`config.mk`:
```
export PLATFORM = sky130hd
export DESIGN_NAME = regfile_psr
export DESIGN_NICKNAME = d
export VERILOG_FILES = /design/src/rtl/regfile_psr.sv
export SDC_FILE = /design/constraint.sdc
export NUM_CORES = 1
export LEC_CHECK = 0
export CORE_MARGIN = 4
export CORE_UTILIZATION = 42
export DETAILED_ROUTE_END_ITERATION = 10
export PLACE_DENSITY_LB_ADDON = 0.2
export SYNTH_ARGS = -nofsm -noshare
export SYNTH_HDL_FRONTEND = slang
export SYNTH_SLANG_ARGS = --single-unit
```
`constraint.sdc`:
```
create_clock -name clk -period 6.2 [get_ports clk]
set_clock_uncertainty 0.15 [all_clocks]
set_input_delay 1.24 -clock clk [delete_from_list [all_inputs] [get_ports clk]]
set_output_delay 1.24 -clock clk [all_outputs]
set_load 0.005 [all_outputs]
```
`src/rtl/regfile_psr.sv`:
```
// Register file with two combinational read ports, one synchronous write port,
// and a 5-bit PSR updated by masked ALU flags or a whole-register load.
module regfile_psr #(
  parameter int WIDTH  = 16,
  parameter int NREGS  = 16,
  parameter int ADDR_W = 4
) (
  input  logic              clk,
  input  logic              reset_n,
  input  logic [ADDR_W-1:0] ra_addr,
  input  logic [ADDR_W-1:0] rb_addr,
  output logic [WIDTH-1:0]  A,
  output logic [WIDTH-1:0]  B,
  input  logic              wr_en,
  input  logic [ADDR_W-1:0] wr_addr,
  input  logic [WIDTH-1:0]  wr_data,
  input  logic              flags_en,
  input  logic [4:0]        flags_in,
  input  logic [4:0]        flags_mask,
  input  logic              psr_load,
  input  logic [4:0]        psr_data,
  output logic [4:0]        psr,
  output logic              carry
);

  localparam logic [ADDR_W:0] NREGS_W = NREGS[ADDR_W:0];

  logic [WIDTH-1:0] regs_q [NREGS];
  logic [4:0]       psr_q, psr_d;
  logic             wr_ok, ra_ok, rb_ok;

  assign wr_ok = ({1'b0, wr_addr} < NREGS_W);
  assign ra_ok = ({1'b0, ra_addr} < NREGS_W);
  assign rb_ok = ({1'b0, rb_addr} < NREGS_W);

  always_ff @(posedge clk or negedge reset_n) begin
    if (!reset_n) begin
      for (int i = 0; i < NREGS; i++) regs_q[i] <= '0;
    end else if (wr_en && wr_ok) begin
      regs_q[wr_addr] <= wr_data;
    end
  end

  // No write bypass: wr_data comes from the ALU fed by A/B, so a bypass would loop.
  always_comb begin
    A = '0;
    B = '0;
    if (ra_ok) A = regs_q[ra_addr];
    if (rb_ok) B = regs_q[rb_addr];
  end

  always_comb begin
    psr_d = psr_q;
    if (psr_load)
      psr_d = psr_data;
    else if (flags_en)
      psr_d = (psr_q & ~flags_mask) | (flags_in & flags_mask);
  end

  always_ff @(posedge clk or negedge reset_n) begin
    if (!reset_n) psr_q <= '0;
    else          psr_q <= psr_d;
  end

  assign psr   = psr_q;
  assign carry = psr_q[3];

endmodule
```
==> flow_summary.json <==
{
  "grt_pass1_vias": 8875,
  "fmax_mhz": 207.6,
  "total_power_mw": 5.409,
  "clk_path_buf_depth": 3,
  "slew_viol_final": 0,
  "nFillCells": 2725,
  "root_buffer": "clkbuf_16",
  "grt_antenna_before_repair": 3,
  "crit_type": "input pin to output pin",
  "vdd_drop_max_uv": 242.7,
  "fin_cells": 1401,
  "coreArea_um2": 31880,
  "ant_nets": 0,
  "top_register": "regs_q",
  "syn_to_final_growth_pct": 17.47,
  "synth_top_family_by_area": "multiplexers",
  "r2r-start": "regs_q[154]",
  "grt_max_degree": 114,
  "synth_area_per_cell_um2": 15.63,
  "grt.total_usage": 0.2082,
  "cp_data_required_time_ns": 4.81,
  "clk_pin_slew_ns": 0.06,
  "rr_worst_depth": 1,
  "critPathCaptureType": "output pin",
  "largest_reg_flops": 256,
  "synthTopCellsByArea": "dfrtp_1 (48%), mux4_2 (21%), mux2_2 (20%)",
  "dp.cells": 1347,
  "critPathLaunchType": "input pin",
  "grt-ovfl-total": 0,
  "numCtsBuffers": 29,
  "maxSlewHeadroom": 0.2788,
  "whs_endpoint": "regs_q[21]",
  "firstDrtPassIters": 5,
  "num_io_pins": 86,
  "syn_area_um2": 13690,
  "routedWlPerCell_um": 26.33,
  "clk-insertion-delay-late_ns": 0.55,
  "ys_seq_elements": 261,
  "rsz0062_at_grt": "no",
  "synth_top_area_share": 0.4771,
  "p_per_area_nw_per_um2": 336.4,
  "dieArea_um2": 35540,
  "cts_tree": "yes",
  "portBuffers": 85,
  "cap_violations": 0,
  "p_leak_nw": 6.594,
  "clock-sinks": 261,
  "min_period_over_period": 0.7768,
  "dp_hpwl_um": 22720,
  "synthAdderAreaFrac": 0,
  "insertedDiodeCount": 0,
  "synth_compound_area_frac": 0.03693,
  "crit_fanout": 9,
  "syn_nets": 924,
  "synth_xor_xnor_area_share": 0,
  "synth_most_common_cell": "dfrtp_1",
  "setup_tns_ns": 0,
  "arrival_ns": 3.43,
  "synth_top_cell_by_area": "dfrtp_1",
  "synth_flop_cell": "dfrtp_1",
  "drcViolationCount": 0,
  "async_flop_share": 1.000,
  "yosys.area_share.simple": 0.02907,
  "layout.nets": 991,
  "start_util": 0.4294,
  "min_from": "regs_q[21]",
  "drt_wl_total_um": 36890,
  "ctsHoldBuffers": 0,
  "reg.largest.list": "regs_q: 256 flops",
  "die_y_um": 188.5,
  "vias_per_cell": 5.983,
  "drt_first_iter_violations": 487,
  "syn_inst": 876,
  "post_cts_buffers": 0,
  "layout_min_cycle_time_ns": 4.816,
  "htree_num_levels": 1,
  "fp.dieW_um": 188.5,
  "synthMuxAreaShare": 0.4276,
  "ys_top_cells_by_count": "dfrtp_1 (261), mux2_2 (246), mux4_2 (128)",
  "ys_types": 26,
  "synth_edf_count": 0,
  "drive_above_1_share": 0.5104,
  "setup_viol": 0,
  "hold_depth": 1,
  "reg2reg_slack_ns": 5.25,
  "cts.repair.resized": 0,
  "num_vias": 8382,
  "gp_congestion": 0.7389,
  "yosysSeqAreaShare": 0.4771,
  "grt_pass1_wl_um": 56590,
  "hp-class": "flip-flop to flip-flop",
  "reg2reg_to": "regs_q[154]",
  "num_rows": 65,
  "status": "finished clean",
  "yosysWarnings": 0,
  "tightest_slew_ns": 1.074,
  "hold_violations": 0
}
==> cell families after synthesis <==
group / after synthesis
AOI/OAI and AO/OA: 69
muxes: 389
and+or+nand+nor: 75
buffers and inverters: 82
DFF: 261
==> stage by stage <==
stage                     hold WS [ns]    util  cell area [um2]  worst slack (ns)
after floorplan                 0.3422       -            13690             2.277
after global placement          0.3513  0.4728            15070             1.359
after detailed placement        0.3606  0.4728            15070             1.345
after CTS                       0.3744  0.5044            16080             1.365
after global routing            0.3870  0.5044            16080             1.253
final                           0.3716  0.5044            16080             1.384
==> critical path, cell delays in order <==
cell and delay (ns):
clkdlybuf4s50_1 0.53, nor2b_2 0.54, buf_4 0.33, a22oi_1 0.12, nand2_1 0.13, clkdlybuf4s50_1 0.52
==> final cells by class <==
class | count | area (um2) | area share
tap | 435 | 544.3 | 0.03385
sequential | 261 | 6531 | 0.4062
clock buffer | 40 | 827.0 | 0.05144
timing repair buffer | 118 | 1179 | 0.07330
clock inverter | 14 | 177.7 | 0.01105
multi-input combinational | 533 | 6820 | 0.4242
==> power breakdown <==
group	total, mW	switching, mW	internal, mW
Combinational	1.24	0.421	0.817
Clock	1.79	0.698	1.10
Sequential	2.38	0.278	2.10
Total	5.41	1.40	4.01
==> layout by cell type (no fill, tap or decap), drive strengths merged <==
cell type | synthesis | final
and2 | 2 | 2
clkinv | 0 | 9
o21ai | 5 | 5
mux2i | 5 | 5
dfrtp | 261 | 261
nand3b | 2 | 2
nor4 | 1 | 1
nand2b | 3 | 3
a22oi | 64 | 64
clkdlybuf4s50 | 0 | 80
clkbuf | 41 | 40
or3 | 2 | 2
nor2 | 8 | 8
bufinv | 0 | 4
nor3 | 6 | 6
mux2 | 256 | 256
or4 | 1 | 1
mux4 | 128 | 128
nand2 | 44 | 44
inv | 0 | 1
nand3 | 2 | 2
buf | 41 | 38
nor2b | 4 | 4
==> metal layers <==
layer,routed length [um],GRT usage,part of all wire,up-vias
met3,1862,0.03464,0.050,57
met5,34,0,0.00092,-
li1,-,-,-,3553
met4,810,0.04905,0.022,6
met2,18390,0.3536,0.50,197
met1,15790,0.2839,0.43,4569
==> worst max-delay path by stage <==
stage	cells past startpoint	start	endpoint	slack, ns
floorplan	5	ra_addr[0]	A[10]	2.28
global placement	6	ra_addr[0]	A[14]	1.36
detailed placement	6	ra_addr[3]	A[8]	1.34
CTS	6	rb_addr[2]	B[1]	1.36
global route	6	ra_addr[0]	A[14]	1.25
finish	6	ra_addr[3]	A[11]	1.38
Power figures use the tool's default switching activity.
